$ cat src/rtl/lut_host_port.sv
// lut_host_port
// -------------
// Host-side configuration port for the cell-forwarding lookup table.
// Byte-wide CPU accesses are assembled into whole table entries in a
// staging buffer. A write to the last byte lane commits the entry to the
// table. A read of lane 0 fetches an entry into a snapshot register, and
// reads of the other lanes are then served from that snapshot, so a
// multi-byte read sees one coherent entry. Table access always yields to
// the forwarding datapath while it holds lut_busy.
//
// Ports
//   clk        sole clock, rising edge
//   rst_n      synchronous active-low reset
//   cpu_sel    access select, held by the host until cpu_rdy
//   cpu_wr     write strobe (qualified by cpu_sel)
//   cpu_rd     read strobe (qualified by cpu_sel)
//   cpu_addr   [Asize+1:2] entry index, [1:0] byte lane
//   cpu_wdata  write byte
//   cpu_rdata  registered read byte, held until the next read ack
//   cpu_rdy    one-cycle access acknowledge
//   lut_busy   forwarding datapath owns the table this cycle
//   lut_we     one-cycle table write strobe
//   lut_re     one-cycle table read strobe
//   lut_addr   table index for lut_we / lut_re
//   lut_wdata  entry to write
//   lut_rdata  table read data, valid the cycle after lut_re
module lut_host_port #(
  parameter int Asize  = 8,
  parameter int EntryW = 16
) (
  input  logic              clk,
  input  logic              rst_n,
  input  logic              cpu_sel,
  input  logic              cpu_wr,
  input  logic              cpu_rd,
  input  logic [Asize+1:0]  cpu_addr,
  input  logic [7:0]        cpu_wdata,
  output logic [7:0]        cpu_rdata,
  output logic              cpu_rdy,
  input  logic              lut_busy,
  output logic              lut_we,
  output logic              lut_re,
  output logic [Asize-1:0]  lut_addr,
  output logic [EntryW-1:0] lut_wdata,
  input  logic [EntryW-1:0] lut_rdata
);

  localparam int NB = (EntryW + 7) / 8;
  localparam int SW = NB * 8;
  localparam logic [2:0] LastLane = 3'(NB - 1);
  localparam logic [2:0] NumLanes = 3'(NB);

  typedef enum logic [2:0] {
    IDLE,
    WCOMMIT,
    RREQ,
    RDATA,
    ACK,
    RELEASE
  } state_t;

  state_t          state;
  logic [SW-1:0]   staging;
  logic [SW-1:0]   snapshot;
  logic [2:0]      lane;
  logic [Asize-1:0] index;
  logic            take;
  logic [SW-1:0]   rdata_ext;

  assign lane      = {1'b0, cpu_addr[1:0]};
  assign index     = cpu_addr[Asize+1:2];
  assign take      = cpu_sel && (cpu_wr ^ cpu_rd);
  assign rdata_ext = SW'(lut_rdata);

  // The table strobes must react to lut_busy in the very cycle they would
  // fire, so they are decoded from the registered state rather than being
  // registered themselves. Gating with rst_n keeps a strobe from escaping
  // in the cycle a reset aborts a pending commit or fetch.
  assign lut_we    = rst_n && (state == WCOMMIT) && !lut_busy;
  assign lut_re    = rst_n && (state == RREQ) && !lut_busy;
  assign lut_wdata = staging[EntryW-1:0];

  // Access sequencer. cpu_rdy is raised on the transition into ACK and
  // defaults low every other cycle, so it is high for exactly the one
  // cycle spent in ACK. RELEASE waits for the host to drop cpu_sel so a
  // held strobe can never start a second access.
  always_ff @(posedge clk) begin
    if (!rst_n) begin
      state     <= IDLE;
      cpu_rdy   <= 1'b0;
      cpu_rdata <= 8'h00;
      lut_addr  <= '0;
      staging   <= '0;
      snapshot  <= '0;
    end else begin
      cpu_rdy <= 1'b0;
      case (state)
        IDLE: begin
          if (take) begin
            if (cpu_wr) begin
              if (lane < NumLanes) begin
                for (int i = 0; i < NB; i++) begin
                  if (lane == 3'(i)) staging[i*8 +: 8] <= cpu_wdata;
                end
              end
              if (lane == LastLane) begin
                lut_addr <= index;
                state    <= WCOMMIT;
              end else begin
                cpu_rdy <= 1'b1;
                state   <= ACK;
              end
            end else begin
              if (lane == 3'd0) begin
                lut_addr <= index;
                state    <= RREQ;
              end else begin
                // Lanes beyond the entry width read back as zero.
                cpu_rdata <= 8'h00;
                for (int i = 1; i < NB; i++) begin
                  if (lane == 3'(i)) cpu_rdata <= snapshot[i*8 +: 8];
                end
                cpu_rdy <= 1'b1;
                state   <= ACK;
              end
            end
          end
        end

        WCOMMIT: begin
          if (!lut_busy) begin
            cpu_rdy <= 1'b1;
            state   <= ACK;
          end
        end

        RREQ: begin
          if (!lut_busy) state <= RDATA;
        end

        RDATA: begin
          snapshot  <= rdata_ext;
          cpu_rdata <= rdata_ext[7:0];
          cpu_rdy   <= 1'b1;
          state     <= ACK;
        end

        ACK: begin
          state <= RELEASE;
        end

        RELEASE: begin
          if (!cpu_sel) state <= IDLE;
        end

        default: begin
          state <= IDLE;
        end
      endcase
    end
  end

endmodule

$ cat config.mk
export PLATFORM = sky130hd
export DESIGN_NAME = lut_host_port
export DESIGN_NICKNAME = d
export VERILOG_FILES = /design/src/rtl/lut_host_port.sv
export SDC_FILE = /design/constraint.sdc
export NUM_CORES = 1
export LEC_CHECK = 0
export BUFFER_PORTS_ARGS = -buffer_cell sky130_fd_sc_hd__buf_2
export CORE_UTILIZATION = 48
export CTS_CLUSTER_SIZE = 10
export DETAILED_ROUTE_END_ITERATION = 8
export GPL_ROUTABILITY_DRIVEN = 1
export PLACE_DENSITY_LB_ADDON = 0.2
export SLEW_MARGIN = 10
export SYNTH_ARGS = -nofsm -noshare
export SYNTH_HDL_FRONTEND = slang
export SYNTH_SLANG_ARGS = --single-unit
$ cat constraint.sdc
create_clock -name clk -period 1.8 [get_ports clk]
set_input_delay 0 -clock clk [delete_from_list [all_inputs] [get_ports clk]]
set_output_delay 0 -clock clk [all_outputs]
set_load 0.005 [all_outputs]
**Word level (Yosys, flattened, before mapping)**

Cells that the tools add are included.

- Order comparisons: 1
- Equal/unequal tests: 13
- Mux-type cells: 22
- Bitwise logic cells: 1
- Reductions and logical operators: 15

Operators with widths:

| kind | count |
|---|---|
| $mux W8 | 7 |
| $mux W3 | 7 |
| $pmux W3 S6 | 1 |
| $pmux W8 S2 | 1 |
| $ne A2 B2 Y1 const B | 6 |
| $reduce_and A4 Y1 | 3 |
| $reduce_and A5 Y1 | 2 |
| $eq A3 B2 Y1 const B | 2 |
| $eq A3 B3 Y1 const B | 2 |
| $logic_not A3 Y1 | 2 |
| $logic_and A1 B1 Y1 | 5 |
| $mux W1 | 5 |
| $reduce_bool A2 Y1 | 2 |
| $eq A3 B1 Y1 const B | 1 |
| $pmux W1 S3 | 1 |
| $eq A2 B1 Y1 const B | 1 |
| $lt A2 B2 Y1 const B | 1 |
| $ne A2 B1 Y1 const B | 1 |
| $logic_not A1 Y1 | 1 |
| $xor A1 B1 Y1 | 1 |

- Register bits: 52
- Input port bits: 40
- Output and inout bits: 35
- Logic and storage cells: 59

**Longest topological paths before layout**

Gate-level depths: netlist (run 1).

- Word-level depth: 6
- Depth in mapped cells: 6
- Depth with buffers taken out: 3

**Least setup slack after synthesis (run 1)**

OpenSTA, ideal clock, no wires.

- Path type: register to register
- From: reg state[2]
- To: reg lut_addr[0]
- Setup time: 72 ps
- Arrival time: 1,408 ps
- Required time: 1,728 ps
- Path slack: 321 ps
- Cell stages (with the launch flop): 6
- Path buffers: 2
- Clock period less this slack: 1,479 ps
- Path through: dfxtp_1 buf_4 nor4b_4 and4bb_2 buf_6 mux2i_1

- Word-level cells in the longest chain between the ends: 2

Ends and longest elaborated chain:

| what | line | source |
|---|---|---|
| start, declared | 62 | `state_t state;` |
| start signal, assigned | 89 | `state <= IDLE;` |
| start signal, assigned | 108 | `state <= WCOMMIT;` |
| start signal, assigned | 111 | `state <= ACK;` |
| $logic_not A3 Y1 | 97 | `case (state)` |
| $reduce_and A4 Y1 (no line) | n/a |  |
| end signal, assigned | 107 | `lut_addr <= index;` |
| end signal, assigned | 115 | `lut_addr <= index;` |
| end, declared | 43 | `output logic [Asize-1:0] lut_addr,` |

Every way passes these cells.
A chain may end at the register's enable or synchronous reset.

**Worst setup path after layout (run 1)**

- From: reg state[1]
- To: reg cpu_rdata[5]

- Word-level cells in the longest chain between the ends: 3
- Elaborated cells on any way between the ends: 8
- Those cells by class: eq/ne (4); mux (1); reduce/logical (3)

Ends and longest elaborated chain:

| what | line | source |
|---|---|---|
| $eq A3 B2 Y1 or $logic_not A3 Y1 (tied branches) | 97 |  |
| $reduce_bool A2 Y1 (no line) or $ne A2 B2 Y1 (tied branches) | n/a |  |
| $reduce_and A4 Y1 (no line) | n/a |  |
| end signal, assigned | 121 | `if (lane == 3'(i)) cpu_rdata <= snapshot[i*8 +: 8];` |
| end signal, assigned | 143 | `cpu_rdata <= rdata_ext[7:0];` |
| end, declared | 38 | `output logic [7:0] cpu_rdata,` |

Parallel ways exist; a longest one is shown, timed or not.

==> flow_summary.ini, run 1 <==
[power_and_ir_drop]
power.share.switching_pct = 22.8
irDropWorstVdd_v = 0.000484
pwr-share-seq_pct = 47.7
combPwrFrac_pct = 14.7
power_switching_mw = 0.490
p_leak_nw = 1.33
p_per_area_nw_per_um2 = 775
intPower_mw = 1.65
clockPowerShare_pct = 37.7

[critical_path]
worst_setup_path_start_kind = register
crit_required_ns = 1.98
critPathArrivalTime_ns = 1.76
end_kind = register
crit_fanout = 12
worstSetupPathType = register to register
slowest_stage = dfxtp_1
path_cells = nor4b_4 -> buf_4 -> nand4_2 -> a221oi_1
slowest_delay_ns = 0.42

[grt]
grt_pass1_vias = 1733
antenna_found_initial = 0
grt_max_degree = 20
grt_first_pass_wirelength_um = 8090
grt_usage_pct = 24.4
overflow = 0

[die]
core_um2 = 3800
die_area_um2 = 4390
die_w_um = 66.2
start_util_pct = 52.1
pin_count = 75
die_y_um = 66.2
rows = 22

[timing]
fin_tns_setup_ns = 0
worst_pin_slew_ns = 0.503
finalSetupViolCount = 0
rsz0062_at_grt = false
post-route-min-period_ns = 1.58
slew_viol_final = 0
relSlewSlack_pct = 66.2
max_freq_ghz = 0.631
post-route-period-util_pct = 88.0
skew_ns = 0.00299
hold_viol_final = 0

[placement]
port_buffers = 74
dp_hpwl_um = 3390
place_congestion = 0.840

[synth]
synth_seq_cells = 44
synth.area.top_cells = dfxtp_1 (44%), mux2i_1 (12%), nand2_1 (11%)
syn_area_per_cell_um2 = 8.92
yosysMostFrequentCell = nand2_1
syn_area_um2 = 1980
yosysSeqAreaShare_pct = 44.5
synth_commonest_cells = nand2_1 (57), dfxtp_1 (44), mux2i_1 (24)
synth_top_flop_cell = dfxtp_1
syn-num-nets = 262
syn_inst = 222
ys_warn_count = 0
ys_types = 35
ys_async_sr_fraction_pct = 0
yosysTopAreaCell = dfxtp_1
synth-edff-count = 0
synth_top_area_share_pct = 44.5

[cells_and_area]
final_nets = 359
area_delta_synth_final_pct = 39.6
fillCellCount = 304
utilization_pct = 72.8
ff_latch_area_um2 = 881
multi_input_area_um2 = 1000
antenna_cells = 0
layout-drive-gt1-share_pct = 30.3

[detailed_routing]
wl_per_cell_um = 13.8
num_vias = 1961
drc = 0
drt_pre_antenna_iters = 4
final_antenna_net_count = 0
drt_iter0_markers = 171
routed_wl_um = 5100
drt-vias-per-instance = 5.33

[worst_hold_path]
hp-class = primary input to register

[clock_network]
cts_buffer_depth = 2
cts_buffers = 5
clock_latency_ns = 0.29
root_buffer = clkbuf_8
cts.sinks = 44
tritoncts = built
ctsResizeCount = 0
clkTransAtPathRegs_ns = 0.08
h-tree-depth = 2

[status]
run_status = finished clean

[run]
maxCapViolCount = 0
[final timing paths]
path / start / endpoint / slack [ns] / cells past startpoint
worst max register to register: state[1]$_SDFFE_PN0P_ / cpu_rdata[5]$_SDFFE_PN0P_ / 0.22 / 4
worst min-delay path: cpu_sel / state[1]$_SDFFE_PN0P_ / 0.06 / 3
worst max-delay path: state[1]$_SDFFE_PN0P_ / cpu_rdata[5]$_SDFFE_PN0P_ / 0.22 / 4
worst min register to register: lut_addr[3]$_SDFFE_PN0P_ / lut_addr[3]$_SDFFE_PN0P_ / 0.46 / 2
[metal layers]
metal,global-route usage (%),wire length (um),vias up
met5,0,0,-
met4,8.78,110,0
met3,5.17,299,11
met2,37.1,2450,65
met1,33.7,2240,907
li1,-,-,978
[power groups by stage]
stage | Sequential, mW | Combinational [mW] | Clock [mW]
3_5_place_dp | 1.04 | 0.270 | 0
2_1_floorplan | 1.04 | 0.169 | 0
5_1_grt | 1.03 | 0.346 | 0.862
6_report | 1.02 | 0.314 | 0.808
4_1_cts | 1.02 | 0.310 | 0.814
3_3_place_gp | 1.04 | 0.266 | 0
[worst max-delay path, delay by kind of cell, from the launching register on]
family | cells | cell delay [ns]
DFF | 1 | 0.42
AOI/OAI and AO/OA | 1 | 0.36
and+or+nand+nor | 2 | 0.51
buffers and inverters | 1 | 0.19
[what timing repair did]
item,4_1_cts,5_1_grt
buffers inserted,0,0
hold buffers,24,0
hold endpoints to repair,32,0
[cell usage in the layout, fill, tap and decap left out]
| cell | instances |
|---|---|
| a2111oi_0 | 1 |
| a21boi_0 | 1 |
| a21oi_1 | 12 |
| a221oi_1 | 8 |
| a311o_1 | 1 |
| a31oi_1 | 8 |
| a41o_1 | 1 |
| a41oi_1 | 1 |
| and3_1 | 1 |
| and3b_1 | 1 |
| and4b_1 | 8 |
| and4bb_2 | 1 |
| buf_2 | 74 |
| buf_4 | 9 |
| bufinv_16 | 1 |
| clkbuf_8 | 7 |
| clkinv_1 | 1 |
| dfxtp_1 | 44 |
| dlygate4sd3_1 | 24 |
| inv_1 | 3 |
| mux2i_1 | 24 |
| nand2_1 | 57 |
| nand2b_1 | 2 |
| nand3_2 | 2 |
| nand3b_1 | 1 |
| nand4_2 | 1 |
| nor2_1 | 11 |
| nor2b_1 | 5 |
| nor4_1 | 3 |
| nor4b_4 | 1 |
| o211ai_1 | 1 |
| o32a_1 | 1 |
| o32ai_1 | 1 |
| or2_2 | 1 |
| xor2_1 | 2 |
[sequential cells by signal, summed over array words and instances, names as in the netlist]
name / count
lut_wdata: 16
cpu_rdata: 8
cpu_rdy: 1
snapshot: 8
state: 3
lut_addr: 8
[kinds of logic after synthesis]
family          synth area share [%]
compound gates                  12.7
xor+xnor                       0.885
buf+inv                         4.80
flops                           44.5
mux                             12.1
simple gates                    25.0
[through the flow]
stage	setup slack (ns)	total power, mW	area, um^2	hold WS (ns)	cells
6_report	0.216	2.14	2770	0.0608	368
5_1_grt	0.0666	2.23	2770	0.157	368
4_1_cts	0.230	2.15	2770	0.0654	368
3_5_place_dp	0.238	1.31	2400	0.246	336
3_3_place_gp	0.295	1.31	2400	0.244	336
2_1_floorplan	0.321	1.21	1980	0.0341	222
[final cells by class]
| type | count | area share [%] |
|---|---|---|
| Clock buffer | 7 | 3.48 |
| Clock inverter | 1 | 1.09 |
| Inverter | 4 | 0.543 |
| Multi-Input combinational cell | 157 | 36.3 |
| Sequential cell | 44 | 31.9 |
| Tap cell | 48 | 2.17 |
| Timing Repair Buffer | 107 | 24.5 |
Power figures use the tool's default switching activity.
==> run 2, diff against run 1 <==
--- a/config.mk
+++ b/config.mk
@@ -5,6 +5,7 @@
 export SDC_FILE = /design/constraint.sdc
 export NUM_CORES = 1
 export LEC_CHECK = 0
+export ABC_AREA = 1
 export BUFFER_PORTS_ARGS = -buffer_cell sky130_fd_sc_hd__buf_2
 export CORE_UTILIZATION = 48
 export CTS_CLUSTER_SIZE = 10
==> run 2 against run 1 <==
Synthesized area fell by 1.8%. Non-clock buffer count fell by 8. Clock-buffer cell count fell by 1. Critical endpoint is now lut_wdata[7]$_SDFFE_PN0P_. Register-to-register slack improved by 0.19 ns. Critical path type unchanged. First-iteration DRC count fell by 27%.
==> flow_summary.ini, run 2 <==
[synth]
synth-edff-count = 0
synth_seq_cells = 44
syn-num-nets = 326
synth_top_family_by_area = simple AND/OR/NAND/NOR gates
syn_area_um2 = 1950
ys_warn_count = 0
synth_fa_ha_area_share_pct = 0
syn_inst = 286
synth_top_flop_cell = dfxtp_1
yosysMostFrequentCell = nand2_1
muxShareOfSynthArea_pct = 0
ys_types = 21
synth.area.top_cells = dfxtp_1 (45%), nand2_1 (20%), nor2_1 (7.7%)
synth_xor_area_share_pct = 0
yosysTopAreaCell = dfxtp_1
synth_compound_area_share_pct = 9.26
synth_simple_gate_area_share_pct = 37.1
yosysSeqAreaShare_pct = 45.3
ys_async_sr_fraction_pct = 0
syn_area_per_cell_um2 = 6.80
synth_top_area_share_pct = 45.3
synth_commonest_cells = nand2_1 (103), dfxtp_1 (44), nor2_1 (40)

[clock_network]
root_buffer = clkbuf_8
clock_latency_ns = 0.29
cts_buffer_depth = 2
cts.sinks = 44
cts_buffers = 5
postCtsSetupBuffers = 0
clkTransAtPathRegs_ns = 0.08
tritoncts = built
h-tree-depth = 2

[power_and_ir_drop]
p_leak_nw = 1.35
p_per_area_nw_per_um2 = 1080
irDropWorstVdd_v = 0.000630

[cells_and_area]
antenna_cells = 0
final_nets = 425
final_area_um2 = 2680
layout-drive-gt1-share_pct = 26.4
area_delta_synth_final_pct = 37.5
most-common-layout-cells = nand2_1 (103), buf_2 (74), dfxtp_1 (44)
largest_reg_flops = 16
utilization_pct = 70.9
fillCellCount = 319
final_common_cell = nand2_1

[detailed_routing]
wl_per_cell_um = 10.7
drt-vias-per-instance = 4.66
drt_pre_antenna_iters = 4
drc = 0
routed_wl_um = 4650
final_antenna_net_count = 0
drt_iter0_markers = 124
num_vias = 2021

[grt]
use_met3_pct = 5.56
grt_usage_pct = 23.3
grt_pass1_vias = 1812
busiest_layer = met2
grt_max_degree = 28
grt_use_met1_pct = 28.8
grt_first_pass_wirelength_um = 7690
antenna_found_initial = 0
overflow = 0
grt_use_met2_pct = 39.8

[timing]
finalSetupViolCount = 0
worst_pin_slew_ns = 0.377
fin_ws_ns = 0.409
post-route-min-period_ns = 1.39
post-route-period-util_pct = 77.3
max_freq_ghz = 0.719
fin_tns_setup_ns = 0
skew_ns = 0.00493
rsz0062_at_grt = false
relSlewSlack_pct = 74.9
hold_viol_final = 0
slew_viol_final = 0

[placement]
place_congestion = 0.885
dp_hpwl_um = 3110
port_buffers = 74
dp_slack_ns = 0.424
place_area_um2 = 2330

[critical_path]
end_kind = register
worstSetupPathType = register to register
critPathArrivalTime_ns = 1.61
path_cells = nor2_2 -> nand2_2 -> inv_2 -> nand2_2 -> inv_2 -> nand2_1 -> a21oi_1
slowest_delay_ns = 0.35
slowest_stage = dfxtp_1
crit_family = simple AND/OR/NAND/NOR gates
timing.critical_path.buf_inv = 2
crit_required_ns = 2.02
crit_fanout = 9
worst_setup_path_start_kind = register
rrSetupSlack_ns = 0.41

[die]
die_area_um2 = 4310
core_um2 = 3770
rows = 22
start_util_pct = 51.6
die_w_um = 65.7
die_y_um = 65.7
pin_count = 75

[worst_hold_path]
hp-class = primary input to register

[run]
maxCapViolCount = 0

[status]
run_status = finished clean
## run 2: changes by cell type in the layout (fill, tap and decap cells not counted), sizes merged, moves of 5 or more
cell / change
nand2: +56
nor2: +32
mux2i: -24
inv: +23
a21oi: +15
nand3: +9
o21ai: +9
a221oi: -8
a31oi: -8
and4b: -8
buf: -8
nor2b: -5
## run 2: logic make-up after synthesis
logic type / after synthesis
compound gates: 36
buf+inv: 35
flops: 44
simple gates: 171
## run 2: worst reg2reg max path: cells and delay by family (launching register included)
kind,cells,cell delay (ns)
and+or+nand+nor,4,0.55
DFF,1,0.35
buffers and inverters,2,0.29
AOI/OAI and AO/OA,1,0.13
## run 2: area by class of cell
type	instances	area (um^2)	area share, %
flip-flops and latches	44	881	32.9
clock buffers	6	72.6	2.71
inverters	28	106	3.98
multi-input cells	207	902	33.7
well taps	48	60.1	2.25
repair buffers	99	618	23.1
clock inverters	2	35.0	1.31
## run 2: final timing paths
kind,to,depth (start not counted),start
worst min register to register,lut_wdata[2]$_SDFFE_PN0P_,2,lut_wdata[2]$_SDFFE_PN0P_
worst max register to register,lut_wdata[7]$_SDFFE_PN0P_,7,state[0]$_SDFFE_PN0P_
worst min-delay path,cpu_rdata[5]$_SDFFE_PN0P_,5,lut_rdata[5]
worst max-delay path,lut_wdata[7]$_SDFFE_PN0P_,7,state[0]$_SDFFE_PN0P_
## run 2: what timing repair did
item                                   4_1_cts  5_1_grt
endpoints found under the hold margin       32        0
gates resized for setup                      0        0
hold buffers                                24        0
## run 2: layer usage
metal | share of wire [%] | vias up
met5 | 0 | -
met3 | 5.3 | 6
li1 | - | 1077
met4 | 0.99 | 0
met1 | 47 | 883
met2 | 47 | 55
## run 2: where the power goes
group	switching (mW)	internal (mW)
logic	0.571	0.389
clock network	0.325	0.412
registers	0.0798	1.11
total	0.976	1.91
## run 2: metrics by stage
stage,std cells,hold WS [ns],power [mW]
6_report,434,0.0248,2.88
5_1_grt,434,0.0498,3.09
4_1_cts,434,0.0162,2.90
3_5_place_dp,402,0.228,2.12
3_3_place_gp,402,0.219,2.11
2_1_floorplan,286,0.0365,1.90
